<file path="src/rtl/psram_xfer_sched.sv">
// ---------------------------------------------------------------------------
// psram_xfer_sched
//
// Request scheduler in front of the PSRAM core. Single-byte read/write
// requests are buffered in a small FIFO and issued to the core one at a time.
// Each transfer is a one-cycle xfer_en pulse. Address, data and direction stay
// stable until the next issue. The scheduler then waits for the core's done
// strobe or for a programmable timeout. It returns the result on a
// valid/ready response channel. A programmable idle gap (CE recovery) is
// inserted after every response before the next issue.
//
// Ports
//   clk_i, rst_n_i           clock, synchronous active-low reset
//   cfg_tmo_i                transfer timeout in cycles (0 = disabled)
//   cfg_gap_i                idle cycles after each response handshake
//   req_valid_i/ready_o      request handshake; ready = FIFO not full
//   req_we_i/addr_i/wdata_i  request payload
//   rsp_valid_o/ready_i      response handshake
//   rsp_rdata_o, rsp_err_o   read byte (0 for writes/errors), timeout flag
//   xfer_en_o                one-cycle start pulse to the core
//   xfer_we/addr/wdata_o     transfer attributes to the core
//   xfer_done_i, rdata_i     core completion strobe and read byte
//   busy_o                   FSM active or requests pending
//   fifo_cnt_o               request FIFO occupancy
// ---------------------------------------------------------------------------
module psram_xfer_sched #(
    parameter int FIFO_DEPTH = 4,
    parameter int TMO_WIDTH  = 16
) (
    input  logic                          clk_i,
    input  logic                          rst_n_i,
    input  logic [TMO_WIDTH-1:0]          cfg_tmo_i,
    input  logic [7:0]                    cfg_gap_i,
    input  logic                          req_valid_i,
    output logic                          req_ready_o,
    input  logic                          req_we_i,
    input  logic [31:0]                   req_addr_i,
    input  logic [7:0]                    req_wdata_i,
    output logic                          rsp_valid_o,
    input  logic                          rsp_ready_i,
    output logic [7:0]                    rsp_rdata_o,
    output logic                          rsp_err_o,
    output logic                          xfer_en_o,
    output logic                          xfer_we_o,
    output logic [31:0]                   xfer_addr_o,
    output logic [7:0]                    xfer_wdata_o,
    input  logic                          xfer_done_i,
    input  logic [7:0]                    xfer_rdata_i,
    output logic                          busy_o,
    output logic [$clog2(FIFO_DEPTH):0]   fifo_cnt_o
);

    localparam int PTR_W = $clog2(FIFO_DEPTH);
    localparam int CNT_W = PTR_W + 1;
    localparam logic [CNT_W-1:0] FULL_CNT = CNT_W'(FIFO_DEPTH);

    typedef enum logic [2:0] {
        S_IDLE,
        S_ISSUE,
        S_WAIT,
        S_RESP,
        S_GAP
    } state_t;

    // ------------------------------------------------------------------
    // Request FIFO. Entry layout: {we, addr[31:0], wdata[7:0]}
    // ------------------------------------------------------------------
    logic [40:0]      mem_q [FIFO_DEPTH];
    logic [PTR_W-1:0] wr_ptr_q;
    logic [PTR_W-1:0] rd_ptr_q;
    logic [CNT_W-1:0] cnt_q;
    logic [CNT_W-1:0] cnt_d;
    logic             push;
    logic             pop;

    state_t           state_q;

    // Ready depends only on the registered count, so a pop in the same
    // cycle never combinationally opens the request port.
    assign req_ready_o = (cnt_q != FULL_CNT);
    assign push        = req_valid_i && req_ready_o;
    assign pop         = (state_q == S_IDLE) && (cnt_q != '0);

    always_comb begin
        cnt_d = cnt_q;
        case ({push, pop})
            2'b10:   cnt_d = cnt_q + 1'b1;
            2'b01:   cnt_d = cnt_q - 1'b1;
            default: cnt_d = cnt_q;
        endcase
    end

    // Storage has no reset so it maps onto RAM; only the pointers are cleared.
    always_ff @(posedge clk_i) begin
        if (push) begin
            mem_q[wr_ptr_q] <= {req_we_i, req_addr_i, req_wdata_i};
        end
    end

    always_ff @(posedge clk_i) begin
        if (!rst_n_i) begin
            wr_ptr_q <= '0;
            rd_ptr_q <= '0;
            cnt_q    <= '0;
        end else begin
            if (push) wr_ptr_q <= wr_ptr_q + 1'b1;
            if (pop)  rd_ptr_q <= rd_ptr_q + 1'b1;
            cnt_q <= cnt_d;
        end
    end

    // ------------------------------------------------------------------
    // Transfer FSM with registered outputs
    // ------------------------------------------------------------------
    logic                 xfer_en_q;
    logic                 xfer_we_q;
    logic [31:0]          xfer_addr_q;
    logic [7:0]           xfer_wdata_q;
    logic                 rsp_valid_q;
    logic [7:0]           rsp_rdata_q;
    logic                 rsp_err_q;
    logic [TMO_WIDTH-1:0] tmo_cnt_q;
    logic [7:0]           gap_cnt_q;

    always_ff @(posedge clk_i) begin
        if (!rst_n_i) begin
            state_q      <= S_IDLE;
            xfer_en_q    <= 1'b0;
            xfer_we_q    <= 1'b0;
            xfer_addr_q  <= '0;
            xfer_wdata_q <= '0;
            rsp_valid_q  <= 1'b0;
            rsp_rdata_q  <= '0;
            rsp_err_q    <= 1'b0;
            tmo_cnt_q    <= '0;
            gap_cnt_q    <= '0;
        end else begin
            case (state_q)
                S_IDLE: begin
                    if (pop) begin
                        // Registered read of the FIFO head
                        {xfer_we_q, xfer_addr_q, xfer_wdata_q} <= mem_q[rd_ptr_q];
                        xfer_en_q <= 1'b1;
                        state_q   <= S_ISSUE;
                    end
                end
                S_ISSUE: begin
                    xfer_en_q <= 1'b0;
                    tmo_cnt_q <= '0;
                    state_q   <= S_WAIT;
                end
                S_WAIT: begin
                    // Done takes priority over a coincident timeout
                    if (xfer_done_i) begin
                        rsp_rdata_q <= xfer_we_q ? 8'h00 : xfer_rdata_i;
                        rsp_err_q   <= 1'b0;
                        rsp_valid_q <= 1'b1;
                        state_q     <= S_RESP;
                    end else if ((cfg_tmo_i != '0) &&
                                 (tmo_cnt_q == cfg_tmo_i - 1'b1)) begin
                        rsp_rdata_q <= 8'h00;
                        rsp_err_q   <= 1'b1;
                        rsp_valid_q <= 1'b1;
                        state_q     <= S_RESP;
                    end else begin
                        tmo_cnt_q <= tmo_cnt_q + 1'b1;
                    end
                end
                S_RESP: begin
                    if (rsp_ready_i) begin
                        rsp_valid_q <= 1'b0;
                        if (cfg_gap_i == 8'd0) begin
                            state_q <= S_IDLE;
                        end else begin
                            // Count of cfg_gap_i cycles spent in GAP
                            gap_cnt_q <= cfg_gap_i - 8'd1;
                            state_q   <= S_GAP;
                        end
                    end
                end
                S_GAP: begin
                    if (gap_cnt_q == 8'd0) begin
                        state_q <= S_IDLE;
                    end else begin
                        gap_cnt_q <= gap_cnt_q - 8'd1;
                    end
                end
                default: state_q <= S_IDLE;
            endcase
        end
    end

    assign xfer_en_o    = xfer_en_q;
    assign xfer_we_o    = xfer_we_q;
    assign xfer_addr_o  = xfer_addr_q;
    assign xfer_wdata_o = xfer_wdata_q;
    assign rsp_valid_o  = rsp_valid_q;
    assign rsp_rdata_o  = rsp_rdata_q;
    assign rsp_err_o    = rsp_err_q;
    assign busy_o       = (state_q != S_IDLE) || (cnt_q != '0);
    assign fifo_cnt_o   = cnt_q;

endmodule

</file>
<file path="config.mk">
export PLATFORM = sky130hd
export DESIGN_NAME = psram_xfer_sched
export DESIGN_NICKNAME = d
export VERILOG_FILES = /design/src/rtl/psram_xfer_sched.sv
export SDC_FILE = /design/constraint.sdc
export NUM_CORES = 1
export LEC_CHECK = 0
export ABC_AREA = 1
export CAP_MARGIN = 20
export CORE_MARGIN = 2
export CORE_UTILIZATION = 56
export CTS_CLUSTER_SIZE = 40
export DETAILED_ROUTE_END_ITERATION = 8
export GPL_ROUTABILITY_DRIVEN = 0
export PLACE_DENSITY = 0.8
export SLEW_MARGIN = 15
export SYNTH_ARGS = -nofsm -noshare
export SYNTH_HDL_FRONTEND = slang
export SYNTH_SLANG_ARGS = --single-unit
</file>
<file path="constraint.sdc">
create_clock -name clk_i -period 3.35 [get_ports clk_i]
set_input_delay 0.67 -clock clk_i [delete_from_list [all_inputs] [get_ports clk_i]]
set_output_delay 0.67 -clock clk_i [all_outputs]
set_load 0.02 [all_outputs]
</file>
# Yosys cells after proc, flatten, opt, wreduce, memory -nomap -nowiden
# Memories as Yosys holds them, arrays and structs flattened. A register that Yosys moved wholly into a read port is not among the register bits.
# Cells that the tools add are included.
# totals
regBits	45
latchBits	0
ram_bits	164
mem_bits_ro	0
word_cells	86
mem_count	1
# mem_list
name	words	word_bits	rd	rd_ports_with_merged_regs	write_ports	line	rtl
mem_q	4	41	1	1	1	68	logic [40:0] mem_q [FIFO_DEPTH];
# op_classes
add_sub_neg	8
multipliers	0
div	0
magnitude_cmp	0
eq_ne	16
shift	0
mux	27
n_bitwise	0
reduce_logical	24
# op_table
op	n
2-to-1 mux 8 bit	6
2-to-1 mux 16 bit	2
case mux 16 bit (2 select lines)	1
2-to-1 mux 3 bit	6
adder 16 x 1 -> 16 bit, second input constant	1
equality test 16 bit	1
zero test 8 bit	2
case mux 8 bit (2 select lines)	1
nonzero test 16 bit	1
subtractor 16 x 1 -> 16 bit, second input constant	1
subtractor 8 x 1 -> 8 bit, second input constant	2
case mux 3 bit (5 select lines)	1
inequality test 2 bit, second input constant	7
nonzero test 2 bit	6
AND reduction 4 bit	2
2-to-1 mux 1 bit	7
equality test 3 x 2 -> 1 bit, second input constant	2
inequality test 3 bit, second input constant	2
case mux 3 bit (2 select lines)	1
AND reduction 2 bit	3
AND reduction 3 bit	2
nonzero test 3 bit	2
adder 2 x 1 -> 2 bit, second input constant	2
case mux 1 bit (2 select lines)	2
10 further kinds	12

# Depth between registers and ports, before layout
# Gate-level depths: netlist of the first run.
# logic_depth
ltp_word	6
depth_mapped	17

# Worst setup path before layout of the first run
# OpenSTA, ideal clock, no wires.
# synth_path
kind	reg2reg
from	reg cnt_q[0] (netlist: fifo_cnt_o[0])
to	mem mem_q[0][0], enable pin
setup_ps	440
arrival_ps	2776
required_ps	2910
path_slack_ps	134
path_stages_with_launch	5
period_less_slack_ps	3216
cell_sequence	dfxtp_1 inv_1 nand3_1 nand2_1 nor2_1
# synth_between
elab_chain_len	4
# synth_rtl
element	line	rtl
start: declaration	71	logic [CNT_W-1:0] cnt_q;
start signal: assignment	108	cnt_q <= cnt_d;
inequality test 3 bit	80	assign req_ready_o = (cnt_q != FULL_CNT);
net req_ready_o	35	output logic req_ready_o,
logical AND 1 bit	81	assign push = req_valid_i && req_ready_o;
2-to-1 mux 1 bit	95	if (push) begin
2-to-1 mux 1 bit (implied by the code)	96	mem_q[wr_ptr_q] <= {req_we_i, req_addr_i, req_wdata_i};
end: declaration	68	
# The timed path passes the listed nets, and every way through them passes these cells.

# Worst setup path in the final report of the first run
# layout_path
from	reg cnt_q[0] (netlist: fifo_cnt_o[0])
to	out busy_o
# layout_between
elab_chain_len	2
# layout_rtl
element	line	rtl
nonzero test 3 bit	200	assign busy_o = (state_q != S_IDLE) || (cnt_q != '0);
logical OR 1 bit	200	
end: declaration	49	output logic busy_o,
# No other way between the ends.

==> results of run 1 <==
-- layout make-up --
class / count / area, um2 / share of cell area [%]
clock inverter: 12 / 83.8 / 0.640
antenna: 1 / 2.50 / 0.0191
tap: 234 / 293 / 2.23
timing repair buffer: 148 / 1480 / 11.3
multi-input combinational: 696 / 3650 / 27.8
inverter: 67 / 251 / 1.92
sequential: 250 / 6650 / 50.8
clock buffer: 33 / 696 / 5.31
-- state kept, by name, summed over array words and instances, names as in the netlist --
| name | flops |
|---|---|
| fifo_cnt_o | 3 |
| gap_cnt_q | 8 |
| mem_q | 164 |
| rd_ptr_q | 2 |
| rsp_err_o | 1 |
| rsp_rdata_o | 8 |
| rsp_valid_o | 1 |
| state_q | 3 |
| tmo_cnt_q | 16 |
| wr_ptr_q | 2 |
| xfer_addr_o | 32 |
| xfer_en_o | 1 |
| xfer_wdata_o | 8 |
| xfer_we_o | 1 |
-- metrics by stage --
stage	utilization, %	total power, mW	setup WS [ns]	hold WS (ns)
after global placement	65.6	7.16	0.338	0.449
after detailed placement	65.6	7.23	0.248	0.455
after floorplan	-	6.04	0.134	0.445
final	69.8	9.81	0.398	0.464
after CTS	69.8	9.87	0.327	0.470
after global routing	69.8	10.3	0.254	0.485
-- synth_stat cells, drive strengths merged, types with 7 or more instances --
| master | instances | area, um2 |
|---|---|---|
| nand3 | 45 | 275 |
| a21oi | 39 | 236 |
| ha | 9 | 113 |
| inv | 65 | 244 |
| nand2 | 103 | 444 |
| xnor2 | 8 | 70.1 |
| buf | 12 | 83.8 |
| xor2 | 21 | 184 |
| edfxtp | 164 | 4920 |
| a31oi | 41 | 257 |
| nor3 | 7 | 35.0 |
| clkbuf | 41 | 156 |
| o21ai | 148 | 741 |
| or2 | 7 | 43.8 |
| dfxtp | 86 | 1720 |
| nor2 | 238 | 951 |
-- report_power, final --
| part | internal [mW] | leakage (nW) | switching [mW] |
|---|---|---|---|
| clock network | 1.53 | 0.384 | 1.10 |
| registers | 3.81 | 2.21 | 0.274 |
| logic | 1.13 | 2.08 | 1.97 |
-- worst register-to-register path, cell delays in order, from the launching register on --
cell and delay [ns]:
dfxtp_1 0.39, nor2_1 0.07, nand2_1 0.29, inv_1 0.14, o21ai_0 0.29, ha_1 0.25
nand2_1 0.08, nor2_1 0.13, nand2_1 0.08, xor2_1 0.15, o21bai_1 0.13, inv_1 0.05
-- cell families (layout without fill, tap and decap cells) --
family / Yosys count / after routing / share of synthesized area (%)
muxes: 2 / 2 / 0.186
adders and majority gates: 10 / 10 / 1.23
buffers and inverters: 120 / 260 / 4.58
xor gates and xnor gates: 30 / 30 / 2.57
other: 0 / 1 / 0
DFF: 250 / 250 / 61.8
and+or+nand+nor: 418 / 418 / 17.5
AOI/OAI and AO/OA: 236 / 236 / 12.0
-- worst paths after layout --
check	cells past startpoint	endpoint	slack, ns	startpoint
max	5	busy_o	0.40	fifo_cnt_o[0]$_SDFFE_PN0P_
min	2	xfer_en_o$_SDFFE_PN0P_	0.46	xfer_en_o$_SDFFE_PN0P_
max reg2reg	11	gap_cnt_q[6]$_SDFFE_PN0P_	1.20	state_q[0]$_SDFFE_PN0P_
min reg2reg	2	xfer_en_o$_SDFFE_PN0P_	0.46	xfer_en_o$_SDFFE_PN0P_
-- layer usage --
layer | track usage [%] | part of all wire, %
met5 | 0 | 0
met4 | 7.03 | 1.9
met3 | 4.00 | 6.7
met2 | 41.2 | 50
met1 | 28.9 | 42
==> flow_summary.ini, run 1 <==
[clock_network]
htree_num_levels = 1
cts_sinks = 250
cts_tree = yes
holdBufCountCts = 0
worstSkewPairLatency_ns = 0.51
clk_path_buf_depth = 3
cts_root_buf = clkbuf_16
cts_setup_buffers = 0
cts_resized = 0
cts_buffers = 25
clkTransAtPathRegs_ns = 0.07

[final_layout]
layout_common_cells = nor2_1 (218), edfxtp_1 (164), o21ai_0 (148), clkdlybuf4s50_1 (133), nand2_1 (86)
syn_to_final_growth_pct = 21.9
layout_commonest_cell = nor2_1
nNetsFinal = 1276
instances_no_fill = 1441
finalInstanceArea_mm2 = 0.0131
fillers = 1355
final_layout_size_suffix_gt1_share_pct = 10.4

[critical_path]
cp_slowest_cell = clkdlybuf4s50_1
endpoint_kind = output pin
crit_fanout = 5
critical_path_required_ns = 2.68
path_common_cell = inv_1
slowest_delay_ns = 0.55
critical_path_buf_inv_count = 3
path_cells = nor3_1, inv_1, nor2_1, inv_1, clkdlybuf4s50_1
worstPathArrival_ns = 2.28
critPathKind = reg2out
startpoint_type = flop
crit_family = buffers and inverters

[placed_design]
io_buffers = 134
placed_cell_area_mm2 = 0.0123
dpl.hpwl_um = 14200
dp.cells = 1395

[power_and_ir_drop]
p_per_area_mw_per_mm2 = 749
peakVddDrop_mv = 0.584
p_leak_nw = 4.67

[synthesis]
avgSynthCellArea_um2 = 10.1
synth-edff-count = 164
synth-seq-cells = 250
yosysWarningCount = 0
ys.flop_type = edfxtp_1
yosysSeqAreaShare_pct = 61.8
synth_area_mm2 = 0.0107
postSynthCellCount = 1066
async_flop_share_pct = 0
ys_types = 43
syn-num-nets = 1154

[sta]
fmax_mhz = 339
final_hold_viol_count = 0
setup_viol = 0
slew-limit-headroom_pct = 40.1
fin_tns_setup_ns = 0
clock_skew_ns = 0.0180
min_period_ns = 2.95
drv_slew = 0
grt_setup_unrepaired = false
finalCritPeriodShare_pct = 88.1
tightest_slew_ns = 0.893

[detailed_routing]
drc = 0
firstDrtPassIters = 5
first_iter_violations = 581
viasPerCell = 5.46
ant_nets = 0
num_vias = 7872
wl_per_cell_um = 16.2
wirelength_um = 23400

[grt]
grt_max_degree = 84
overflow = 0
grt_pass1_wl_um = 37700
antenna_found_initial = 1
first_global_vias = 7803
grt_use_total_pct = 23.1

[floorplanning]
start_util_pct = 57.3
core_mm2 = 0.0188
die_area_mm2 = 0.0203
die_x_um = 143
die_height_um = 143
rows = 50
boundaryPins = 135

[worst_hold_path]
min_path_type = reg2reg

[run]
maxCapViolations = 0

[status]
status = complete, no violations
No activity file was read; power rests on OpenSTA's default activity.
==> run 2: changes to the inputs <==
PLACE_DENSITY = unset   (was 0.8)
PLACE_DENSITY_LB_ADDON = 0.08   (was unset)
SETUP_SLACK_MARGIN = 0.5   (was unset)
==> flow_summary.ini, run 2 (synthesis gave the netlist of run 1 again) <==
[status]
status = complete, no violations

[final_layout]
largest_reg_flops = 164
final_layout_size_suffix_gt1_share_pct = 10.2
nNetsFinal = 1278
layout_commonest_cell = nor2_1
diodes = 0
layout_common_cells = nor2_1 (218), edfxtp_1 (164), o21ai_0 (148), clkdlybuf4s50_1 (132), nand2_1 (86)
syn_to_final_growth_pct = 22.8
top_register = mem_q

[sta]
final_hold_viol_count = 0
setup_viol = 0
grt_setup_unrepaired = false
fin_tns_setup_ns = 0
drv_slew = 0
min_period_ns = 2.60
tightest_slew_ns = 0.922
fmax_mhz = 385
clock_skew_ns = 0.0173
finalCritPeriodShare_pct = 77.6
slew-limit-headroom_pct = 38.5

[floorplanning]
start_util_pct = 57.3
rows = 50
die_area_mm2 = 0.0203
core_mm2 = 0.0188
boundaryPins = 135
die_x_um = 143
die_height_um = 143

[placed_design]
io_buffers = 134
dpl.hpwl_um = 13300

[critical_path]
r2r-start = state_q[0]$_SDFFE_PN0P_
critical_path_required_ns = 2.68
endpoint_kind = output pin
r2r_cells = 11
worstPathArrival_ns = 1.93
critPathKind = reg2out
critPathCapture = busy_o
path_cells = nor2_1, inv_1, nor2_1, inv_1, nor2_1, inv_1, dlygate4sd2_1
cp-startpoint = state_q[0]$_SDFFE_PN0P_
r2r_setup_slack_ns = 1.09
cp_slowest_cell = dfxtp_1
reg2reg_to = rd_ptr_q[1]$_SDFFE_PN0P_
startpoint_type = flop
slowest_delay_ns = 0.34
crit_fanout = 4

[detailed_routing]
wirelength_um = 22600
viasPerCell = 5.37
first_iter_violations = 334
drc = 0
ant_nets = 0
wl_per_cell_um = 15.7
num_vias = 7760
firstDrtPassIters = 4

[clock_network]
htree_num_levels = 1
cts_root_buf = clkbuf_16
clk_path_buf_depth = 3
cts_tree = yes
cts_sinks = 250
worstSkewPairLatency_ns = 0.54
cts_buffers = 26
cts_setup_buffers = 0
clkTransAtPathRegs_ns = 0.06

[grt]
grt_use_total_pct = 22.5
antenna_found_initial = 1
grt_pass1_wl_um = 36200
first_global_vias = 7315
overflow = 0
grt_max_degree = 85

[power_and_ir_drop]
p_leak_nw = 4.70
swShare_pct = 33.5
seqPwrFrac_pct = 40.8
p_sw_mw = 3.33
pwr-share-comb_pct = 31.1
peakVddDrop_mv = 0.531
p_clk_share_pct = 28.1
p_per_area_mw_per_mm2 = 753
total_power_mw = 9.94
p_int_mw = 6.62

[run]
maxCapViolations = 0

[worst_hold_path]
min_path_type = reg2reg
run 2: critical path: cells and delay by family, from the launching register on:
| family | cells | cell delay, ns |
|---|---|---|
| AND/OR/NAND/NOR | 3 | 0.49 |
| buffers and inverters | 4 | 0.58 |
| flip-flops | 1 | 0.34 |
run 2: layer usage:
metal | part of all wire [%] | vias to the layer above | track usage [%]
met5 | 0 | - | 0
met4 | 1.8 | 0 | 5.89
met3 | 5.9 | 38 | 4.17
met2 | 50 | 192 | 40.4
met1 | 42 | 3608 | 27.9
li1 | - | 3922 | -
run 2: worst min path at each step:
stage | startpoint | end | slack, ns | depth (start not counted)
finish | rsp_err_o$_SDFFE_PN0P_ | rsp_err_o$_SDFFE_PN0P_ | 0.47 | 2
global route | rsp_err_o$_SDFFE_PN0P_ | rsp_err_o$_SDFFE_PN0P_ | 0.50 | 2
CTS | rsp_err_o$_SDFFE_PN0P_ | rsp_err_o$_SDFFE_PN0P_ | 0.48 | 2
detailed placement | rsp_err_o$_SDFFE_PN0P_ | rsp_err_o$_SDFFE_PN0P_ | 0.47 | 2
global placement | rsp_err_o$_SDFFE_PN0P_ | rsp_err_o$_SDFFE_PN0P_ | 0.45 | 2
floorplan | gap_cnt_q[2]$_SDFFE_PN0P_ | gap_cnt_q[2]$_SDFFE_PN0P_ | 0.44 | 2
run 2: stage by stage:
stage	setup slack, ns	hold WS, ns	cells	utilization, %	cell area (um2)
final	0.752	0.474	1444	70.3	13200
after global routing	0.529	0.497	1444	70.3	13200
after CTS	0.712	0.477	1444	70.3	13200
after detailed placement	0.214	0.469	1396	65.7	12300
after global placement	0.259	0.448	1396	65.7	12300
after floorplan	0.134	0.445	1066	-	10700
run 2: area by class of cell:
class | count | area, um2
flip-flops and latches | 250 | 6650
fillers | 1410 | 5570
multi-input cells | 696 | 3660
repair buffers | 149 | 1500
clock buffers | 41 | 737
well taps | 234 | 293
inverters | 67 | 251
clock inverters | 7 | 111
run 2: what timing repair did:
| item | 4_1_cts | 5_1_grt |
|---|---|---|
| gates resized for setup | 2 | 1 |
| hold buffers | 0 | 0 |
| endpoints found under the setup margin | 1 | 1 |
| cloned | 0 | 0 |
run 2: power groups by stage:
stage / logic, mW / clock network [mW] / registers [mW]
after floorplan: 1.66 / 0 / 4.38
after global placement: 3.05 / 0 / 4.11
after detailed placement: 3.11 / 0 / 4.11
after CTS: 3.12 / 2.84 / 4.06
after global routing: 3.43 / 2.98 / 4.11
final: 3.10 / 2.79 / 4.06
==> run 3: changes to the inputs <==
clock period = 2.5 ns   (was 3.35 ns; I/O delays follow)
==> flow_summary.ini, run 3 (synthesis gave the netlist of run 1 again) <==
[critical_path]
r2r_setup_slack_ns = 0.60
r2r_cells = 12
worstPathArrival_ns = 1.49
cp_slowest_cell = dfxtp_4
path_cells = nor2_4, inv_2, nor2_2, inv_2, nor2_4, inv_2, buf_6
startpoint_type = flop
path_common_cell = inv_2
slowest_delay_ns = 0.36
critPathKind = reg2out
endpoint_kind = output pin
crit_fanout = 4
critical_path_required_ns = 2.00

[sta]
grt_setup_unrepaired = true
setup_ws_ns = 0.509
setup_viol = 0
slew-limit-headroom_pct = 54.4
clock_skew_ns = 0.0192
fmax_mhz = 502
final_hold_viol_count = 0
tightest_slew_ns = 0.684
fin_tns_setup_ns = 0
drv_slew = 0
whs_ns = 0.467
min_period_ns = 1.99
finalCritPeriodShare_pct = 79.6

[final_layout]
diodes = 0
layout_common_cells = nor2_1 (206), edfxtp_1 (164), o21ai_0 (142), nand2_1 (84), dfxtp_1 (76)
syn_to_final_growth_pct = 27.5
instances_no_fill = 1478
nNetsFinal = 1312
final_layout_size_suffix_gt1_share_pct = 16.9
multi_input_area_mm2 = 0.00385
largest_reg_flops = 164
top_register = mem_q
finalInstanceArea_mm2 = 0.0137
seq_area_mm2 = 0.00666
layout_commonest_cell = nor2_1
fillers = 1378

[clock_network]
cts_sinks = 250
cts_buffers = 26
clk_path_buf_depth = 3
cts_tree = yes
cts_root_buf = clkbuf_16
worstSkewPairLatency_ns = 0.54
clkTransAtPathRegs_ns = 0.06
htree_num_levels = 1

[detailed_routing]
ant_nets = 0
viasPerCell = 5.38
drc = 0
firstDrtPassIters = 7
first_iter_violations = 421
num_vias = 7954
wl_per_cell_um = 15.9
wirelength_um = 23400

[floorplanning]
core_mm2 = 0.0188
die_height_um = 143
boundaryPins = 135
die_area_mm2 = 0.0203
rows = 50
die_x_um = 143
start_util_pct = 57.3

[power_and_ir_drop]
p_leak_nw = 5.34
p_per_area_mw_per_mm2 = 980
peakVddDrop_mv = 0.698

[placed_design]
io_buffers = 134
dp.cells = 1421
dpl.hpwl_um = 13900
dp_slack_ns = -0.181
placed_cell_area_mm2 = 0.0126

[worst_hold_path]
hold_path_depth = 2
min_path_type = reg2reg

[grt]
antenna_found_initial = 0
grt_pass1_wl_um = 37400
grt_use_total_pct = 23.1
first_global_vias = 7649
grt_max_degree = 85
overflow = 0

[run]
maxCapViolations = 0

[status]
status = complete, no violations
[run 3: changes by cell type in the layout (fill, tap and decap cells not counted), sizes merged]
cell           change
inv                +1
dlymetal6s2s      +21
buf               +34
clkinvlp           +1
bufinv             -2
clkinv             +8
clkdlybuf4s15      +2
clkbuf             -7
dlygate4sd2       +36
nand2              +1
clkdlybuf4s50     -61
[run 3: through the flow]
step / power (mW) / util [%]
after floorplan: 8.18 / -
after global placement: 9.77 / 67.2
after detailed placement: 9.85 / 67.2
after CTS: 13.4 / 71.8
after global routing: 14.2 / 73.0
final: 13.4 / 73.0
[run 3: cell type report]
| class | instances | share of cell area [%] |
|---|---|---|
| clock buffers | 33 | 5.30 |
| clock inverters | 15 | 0.804 |
| inverters | 67 | 1.84 |
| multi-input cells | 697 | 28.1 |
| flip-flops and latches | 250 | 48.6 |
| well taps | 234 | 2.14 |
| repair buffers | 182 | 13.2 |
[run 3: where the power goes]
part | total, mW | internal [mW] | leakage [nW] | switching (mW)
combinational | 4.30 | 1.60 | 2.72 | 2.70
clock | 3.63 | 2.07 | 0.413 | 1.55
sequential | 5.51 | 5.11 | 2.21 | 0.399
total | 13.4 | 8.78 | 5.34 | 4.65
[run 3: critical path: cells and delay by family, from the launching register on]
family	cells	cell delay [ns]
buffers and inverters	4	0.29
and+or+nand+nor	3	0.31
DFF	1	0.36
[run 3: worst paths after layout]
check / startpoint / end
hold reg to reg: rsp_err_o$_SDFFE_PN0P_ / rsp_err_o$_SDFFE_PN0P_
setup / recovery: state_q[2]$_SDFFE_PN0P_ / busy_o
hold / removal: rsp_err_o$_SDFFE_PN0P_ / rsp_err_o$_SDFFE_PN0P_
setup reg to reg: state_q[2]$_SDFFE_PN0P_ / fifo_cnt_o[2]$_SDFFE_PN0P_
[run 3: timing repair]
action,CTS,global route
hold buffers,0,0
cloned,1,0
pin swaps,14,28
gates resized for setup,67,59
endpoints found under the setup margin,60,50
setup buffers,2,6
[run 3: routing by layer]
layer	wire length, um	GRT usage, %
met5	0	0
met4	524	6.88
met3	1450	4.10
met2	11700	41.1
met1	9820	29.0
